File: src/rtl/adder_share_arbiter_pkg.sv
// Shared definitions for the adder-sharing arbiter: FSM state encoding and
// default sizing constants used as parameter defaults by the top level.
package adder_share_arbiter_pkg;

  localparam int DEFAULT_ADDER_SIZE = 32;
  localparam int DEFAULT_NUM_REQ    = 4;

  // IDLE: arbitrate new sequences, EXEC: adder busy for one cycle,
  // RESP: result presented to the granted requester,
  // LOCK: mid-sequence, only the owning requester may send its next beat.
  typedef enum logic [1:0] {
    IDLE = 2'd0,
    EXEC = 2'd1,
    RESP = 2'd2,
    LOCK = 2'd3
  } state_t;

endpackage

File: src/rtl/adder_share_arbiter_rr.sv
// Round-robin arbiter: picks the lowest-index active request at or after
// ptr, wrapping from NUM_REQ-1 back to 0. Purely combinational.
module rr_arbiter #(
  parameter int NUM_REQ = 4,
  parameter int IDX_W   = $clog2(NUM_REQ)
) (
  input  logic [NUM_REQ-1:0] req,
  input  logic [IDX_W-1:0]   ptr,
  output logic [NUM_REQ-1:0] grant,
  output logic [IDX_W-1:0]   grant_idx,
  output logic               grant_any
);

  // Scan candidates ptr, ptr+1, ... modulo NUM_REQ; first active one wins.
  always_comb begin
    logic [IDX_W:0] w_cand;
    grant     = '0;
    grant_idx = '0;
    grant_any = 1'b0;
    w_cand    = '0;
    for (int k = 0; k < NUM_REQ; k++) begin
      w_cand = {1'b0, ptr} + (IDX_W+1)'(k);
      if (w_cand >= (IDX_W+1)'(NUM_REQ)) begin
        w_cand = w_cand - (IDX_W+1)'(NUM_REQ);
      end
      if (!grant_any && req[w_cand[IDX_W-1:0]]) begin
        grant_any = 1'b1;
        grant_idx = w_cand[IDX_W-1:0];
      end
    end
    if (grant_any) begin
      grant = NUM_REQ'(1) << grant_idx;
    end
  end

endmodule

File: src/rtl/adder_share_arbiter.sv
// Shares one external combinational adder among NUM_REQ requesters.
// Each beat takes IDLE/LOCK (accept) -> EXEC (add) -> RESP (deliver).
// Multi-beat sequences (last=0) lock the adder to one requester and chain
// the carry-out of each beat into the next beat's carry-in.
module adder_share_arbiter
  import adder_share_arbiter_pkg::*;
#(
  parameter int ADDER_SIZE = DEFAULT_ADDER_SIZE,
  parameter int NUM_REQ    = DEFAULT_NUM_REQ
) (
  input  logic                          clk,
  input  logic                          rst,
  input  logic [NUM_REQ-1:0]            req_valid,
  output logic [NUM_REQ-1:0]            req_ready,
  input  logic [NUM_REQ*ADDER_SIZE-1:0] req_op1,
  input  logic [NUM_REQ*ADDER_SIZE-1:0] req_op2,
  input  logic [NUM_REQ-1:0]            req_cin,
  input  logic [NUM_REQ-1:0]            req_last,
  output logic [NUM_REQ-1:0]            rsp_valid,
  input  logic [NUM_REQ-1:0]            rsp_ready,
  output logic [ADDER_SIZE-1:0]         rsp_res,
  output logic                          rsp_cout,
  output logic [ADDER_SIZE-1:0]         add_op1,
  output logic [ADDER_SIZE-1:0]         add_op2,
  output logic                          add_cin,
  input  logic [ADDER_SIZE-1:0]         add_res,
  input  logic                          add_cout
);

  localparam int               IDX_W    = $clog2(NUM_REQ);
  localparam logic [IDX_W-1:0] LAST_IDX = IDX_W'(NUM_REQ - 1);

  state_t                r_state;
  logic [IDX_W-1:0]      r_rr_ptr;
  logic [IDX_W-1:0]      r_grant;
  logic                  r_carry;
  logic                  r_op_cin;
  logic                  r_last;
  logic [ADDER_SIZE-1:0] r_op1;
  logic [ADDER_SIZE-1:0] r_op2;
  logic [ADDER_SIZE-1:0] r_res;
  logic                  r_res_cout;

  logic [NUM_REQ-1:0]    w_arb_grant;
  logic [IDX_W-1:0]      w_arb_idx;
  logic                  w_arb_any;
  logic [NUM_REQ-1:0]    w_owner_oh;
  logic [IDX_W-1:0]      w_sel_idx;
  logic                  w_accept;
  logic                  w_rsp_hs;
  logic [ADDER_SIZE-1:0] w_sel_op1;
  logic [ADDER_SIZE-1:0] w_sel_op2;
  logic                  w_sel_cin;

  rr_arbiter #(
    .NUM_REQ (NUM_REQ)
  ) u_rr_arbiter (
    .req       (req_valid),
    .ptr       (r_rr_ptr),
    .grant     (w_arb_grant),
    .grant_idx (w_arb_idx),
    .grant_any (w_arb_any)
  );

  assign w_owner_oh = NUM_REQ'(1) << r_grant;

  // In LOCK the owner is fixed; otherwise the arbiter chooses.
  assign w_sel_idx = (r_state == LOCK) ? r_grant : w_arb_idx;
  assign w_sel_op1 = req_op1[int'(w_sel_idx) * ADDER_SIZE +: ADDER_SIZE];
  assign w_sel_op2 = req_op2[int'(w_sel_idx) * ADDER_SIZE +: ADDER_SIZE];
  // A continuation beat takes the previous beat's carry, not its own cin.
  assign w_sel_cin = (r_state == LOCK) ? r_carry : req_cin[w_sel_idx];

  assign w_accept = ((r_state == IDLE) && w_arb_any) ||
                    ((r_state == LOCK) && req_valid[r_grant]);
  assign w_rsp_hs = (r_state == RESP) && rsp_ready[r_grant];

  // Accept strobe: only in IDLE/LOCK, and held low while reset is asserted.
  always_comb begin
    req_ready = '0;
    if (!rst) begin
      if (r_state == IDLE) begin
        req_ready = w_arb_grant;
      end else if (r_state == LOCK) begin
        req_ready = w_owner_oh & req_valid;
      end
    end
  end

  // Response bus is only non-zero while presenting a result.
  always_comb begin
    rsp_valid = '0;
    rsp_res   = '0;
    rsp_cout  = 1'b0;
    if (r_state == RESP) begin
      rsp_valid = w_owner_oh;
      rsp_res   = r_res;
      rsp_cout  = r_res_cout;
    end
  end

  // Adder inputs come straight from registers so they never follow the
  // requester buses combinationally.
  assign add_op1 = r_op1;
  assign add_op2 = r_op2;
  assign add_cin = r_op_cin;

  // Main sequencer: accept, execute, respond, then release or stay locked.
  always_ff @(posedge clk or posedge rst) begin
    if (rst) begin
      r_state    <= IDLE;
      r_rr_ptr   <= '0;
      r_grant    <= '0;
      r_carry    <= 1'b0;
      r_op_cin   <= 1'b0;
      r_last     <= 1'b0;
      r_op1      <= '0;
      r_op2      <= '0;
      r_res      <= '0;
      r_res_cout <= 1'b0;
    end else begin
      case (r_state)
        IDLE, LOCK: begin
          if (w_accept) begin
            r_op1    <= w_sel_op1;
            r_op2    <= w_sel_op2;
            r_op_cin <= w_sel_cin;
            r_last   <= req_last[w_sel_idx];
            r_grant  <= w_sel_idx;
            r_state  <= EXEC;
          end
        end
        EXEC: begin
          r_res      <= add_res;
          r_res_cout <= add_cout;
          r_state    <= RESP;
        end
        RESP: begin
          if (w_rsp_hs) begin
            r_carry <= r_res_cout;
            if (r_last) begin
              r_rr_ptr <= (r_grant == LAST_IDX) ? '0 : r_grant + 1'b1;
              r_state  <= IDLE;
            end else begin
              r_state  <= LOCK;
            end
          end
        end
        default: r_state <= IDLE;
      endcase
    end
  end

endmodule

File: config.mk
export PLATFORM = sky130hd
export DESIGN_NAME = adder_share_arbiter
export DESIGN_NICKNAME = d
export VERILOG_FILES = /design/src/rtl/adder_share_arbiter_pkg.sv /design/src/rtl/adder_share_arbiter_rr.sv /design/src/rtl/adder_share_arbiter.sv
export SDC_FILE = /design/constraint.sdc
export NUM_CORES = 1
export LEC_CHECK = 0
export ABC_AREA = 1
export CORE_AREA = 2 2 162 164
export CTS_BUF_LIST = sky130_fd_sc_hd__clkbuf_8
export DETAILED_ROUTE_END_ITERATION = 12
export DIE_AREA = 0 0 164 166
export GPL_TIMING_DRIVEN = 0
export PLACE_DENSITY = 0.73
export SLEW_MARGIN = 15
export SYNTH_ARGS = -nofsm -noshare
export SYNTH_HDL_FRONTEND = slang
export SYNTH_SLANG_ARGS = --single-unit
File: constraint.sdc
create_clock -name clk -period 3.7 [get_ports clk]
set_input_delay 0.74 -clock clk [delete_from_list [all_inputs] [get_ports clk]]
set_output_delay 0.74 -clock clk [all_outputs]
set_load 0.005 [all_outputs]
==> impl_metrics.yaml <==
status:
  status: "finished, final reports clean"
placement:
  place_congestion: 0.886
  pre_cts_ws_ns: 0.0606
  place_hpwl_um: 24000
  portBuffers: 412
setup_path:
  r2r_setup_slack_ns: 1.31
  end_kind: "output port"
  cp_top_family: "buffers and inverters"
  rr_worst_depth: 17
  startpoint_type: "input pin"
  cp_num_buf_inv: 4
  arrival_ns: 2.80
  max_stage_delay_ns: 0.54
  critical-path-slowest-cell: "clkdlybuf4s50_1"
  worst_r2r_endpoint: "add_op2[30]$_DFFE_PP0P_"
  cp_cell_sequence: "clkdlybuf4s50_1 > inv_1 > nand2_1 > nand3_1 > nand2_1 > inv_1 > nand3_2 > nand2_1 > nor2_2 > nand2_1 > a21oi_1 > clkdlybuf4s50_1"
  reg2reg_from: "r_rr_ptr[0]$_DFFE_PP0P_"
  crit_top_cell: "nand2_1"
  path_class: "in -> out"
  crit_fanout: 3
  worstPathRequired_ns: 2.96
layout:
  fillCellCount: 2511
  insertedDiodeCount: 0
  final_nets: 1759
  drive_above_1_share_pct: 8.01
  syn2layout_area_growth_pct: 69.6
power:
  clock_power_share_pct: 7.2
  power_w: 0.0111
  p_int_w: 0.00540
  ir_worst_vdd_mv: 0.491
  seq_power_share_pct: 18.7
  powerDensity_mw_per_mm2: 952
  p_leak_nw: 5.61
  p_sw_share_pct: 51.6
  combPwrFrac_pct: 74.2
  switching_power_w: 0.00575
min_path:
  min_to: "add_op1[8]$_DFFE_PP0P_"
  hp-start: "add_op1[8]$_DFFE_PP0P_"
  hold_class: "reg -> reg"
  holdPathStages: 2
sta:
  period_needed_ns: 3.54
  grt_setup_unrepaired: "no"
  clock.fmax_mhz: 283
  worst_pin_slew_ns: 0.630
  finalClockSkew_ns: 0.0269
  slew_headroom_pct: 58.0
  hold_viol: 0
  slew_viol_final: 0
  period_share_pct: 95.6
  finalSetupViolCount: 0
  finalWorstSetupSlack_ns: 0.164
logic_synthesis:
  syn-cell-area_sq_mm: 0.00690
  ys_ff_latch: 106
  ys_seq_area_share_pct: 38.4
  syn_area_per_cell_sq_um: 6.77
  synth_warnings: 0
  synth_cells: 1020
  synth.distinct_cells: 25
  syn-num-nets: 1335
global_routing:
  overflow: 0
  grt_pass1_vias: 8314
  antenna_found_initial: 2
  grt_max_degree: 67
  grt_pass1_wl_um: 45900
  track_usage_pct: 21.8
route:
  wl_per_cell_um: 16.9
  drcViolationCount: 0
  viasPerCell: 4.69
  drtPass1Iterations: 5
  ant_nets: 0
  vias: 8359
  wl_um: 30200
  drt_iter0_drc: 547
clock_network:
  cts_hold_repair.buffers: 0
  cts_buffers: 9
  clockBufferDepth: 2
  cts_tree: "done"
  clk-insertion-delay-late_ns: 0.40
  root_buffer: "clkbuf_8"
  clk_pin_slew_ns: 0.11
  clkSinkCount: 106
  cts_htree_levels: 3
floorplanning:
  dieArea_sq_mm: 0.0272
  die_w_um: 164
  start_util_pct: 26.9
  fp-row-count: 59
  chipHeight_um: 166
  io_pins: 413
  core_area_sq_mm: 0.0256
run:
  drv_cap: 0
## synthesized netlist by cell type
library cell  count  area share [%]
o21ai_1           1           0.072
nor2_4            1            0.16
inv_1            60             3.3
nand2_4           1            0.16
nand2_1         482              26
a21oi_1           9            0.65
o21ai_0          10            0.73
a31oi_1           1           0.091
nor2_1            9            0.49
a32o_1            1            0.15
nand4_1           4            0.36
buf_2            26             1.9
nand3_1         210              15
buf_4             9            0.98
nor3_1            2            0.15
ha_1              8             1.5
nand3_2           2            0.29
mux2_2           33             5.4
inv_6             1            0.13
buf_1             5            0.27
inv_2             5            0.27
clkbuf_1         17            0.92
nand2_2           7            0.63
dfrtp_1         106              38
buf_6            10             1.6
## what timing repair did
item | CTS | global route
gates resized for setup | 0 | 7
hold endpoints to repair | 0 | 0
endpoints found under the setup margin | 0 | 4
buffers inserted | 0 | 0
## metrics by stage
step	instance area [sq um]	setup TNS, ns	util (%)	instances	hold WS (ns)
global route	11700	0	45.7	1784	0.510
CTS	11700	0	45.6	1784	0.495
detailed placement	11500	0	44.8	1768	0.464
finish	11700	0	45.7	1784	0.489
floorplan	6900	0	-	1020	0.471
global placement	11400	-182.70	44.7	1767	0.461
## area by class of cell
type	count	area [sq um]	area share (%)
flip-flops and latches	106	2650	22.7
multi-input cells	781	3610	30.9
repair buffers	413	4160	35.6
clock buffers	9	124	1.06
clock inverters	7	83.8	0.716
well taps	335	419	3.58
inverters	66	258	2.20
plain buffers	67	393	3.36
## sequential cells by signal (all words and copies together) (netlist names)
signal and count:
r_last 1, r_res_cout 1, add_op1 32, add_op2 32, r_grant 2, r_state 2, r_rr_ptr 2, r_res 32
r_carry 1, add_cin 1
## placed cells by master, fill, tap and decap left out, types with 5 or more instances in the layout
cell type / count
mux2_2: 33
inv_1: 59
clkbuf_8: 9
a21oi_1: 9
nand3_1: 210
buf_1: 5
inv_2: 5
clkdlybuf4s50_1: 408
buf_4: 9
nand2_1: 482
nand2_2: 7
ha_1: 8
buf_2: 26
dfrtp_1: 106
nor2_1: 6
clkbuf_1: 17
o21ai_0: 10
buf_6: 10
## worst max-delay path by stage
stage / start / to / slack, ns / cells past startpoint
2_1_floorplan: rst / add_cin$_DFFE_PP0P_ / 0.17 / 1
3_3_place_gp: rst / add_op1[22]$_DFFE_PP0P_ / -1.73 / 2
3_5_place_dp: req_valid[3] / req_ready[0] / 0.06 / 14
4_1_cts: req_valid[3] / req_ready[0] / 0.05 / 14
5_1_grt: req_valid[2] / req_ready[1] / 0.006 / 12
6_report: req_valid[1] / req_ready[1] / 0.16 / 12
## per-layer routing
layer	wire length (um)	vias up	part of all wire, %	track usage [%]
met3	2250	50	7.4	4.62
met1	12300	3850	41	26.0
li1	-	4084	-	-
met5	30	-	0.099	0
met2	14800	371	49	38.3
met4	875	4	2.9	7.70
## power groups by stage
stage | sequential (W) | combinational (W) | clock, W
after floorplan | 0.00207 | 0.00512 | 0
after global placement | 0.00207 | 0.00820 | 0
after detailed placement | 0.00209 | 0.00832 | 0
after CTS | 0.00207 | 0.00836 | 0.000826
after global routing | 0.00215 | 0.00923 | 0.000870
final | 0.00208 | 0.00826 | 0.000800
## logic make-up (layout without fill, tap and decap cells)
family	Yosys count	count (layout)	synth area share, %
fa+ha+maj	8	8	1.45
flops	106	106	38.4
compound gates	22	22	1.69
simple gates	718	718	43.7
buf+inv	133	562	9.35
mux	33	33	5.38
## worst min-delay path: stages, from the launching register on
cell and delay, ns:
dfrtp_1 0.36, nand2_1 0.05, nand2_1 0.05
(Power assumes the default switching activity.)
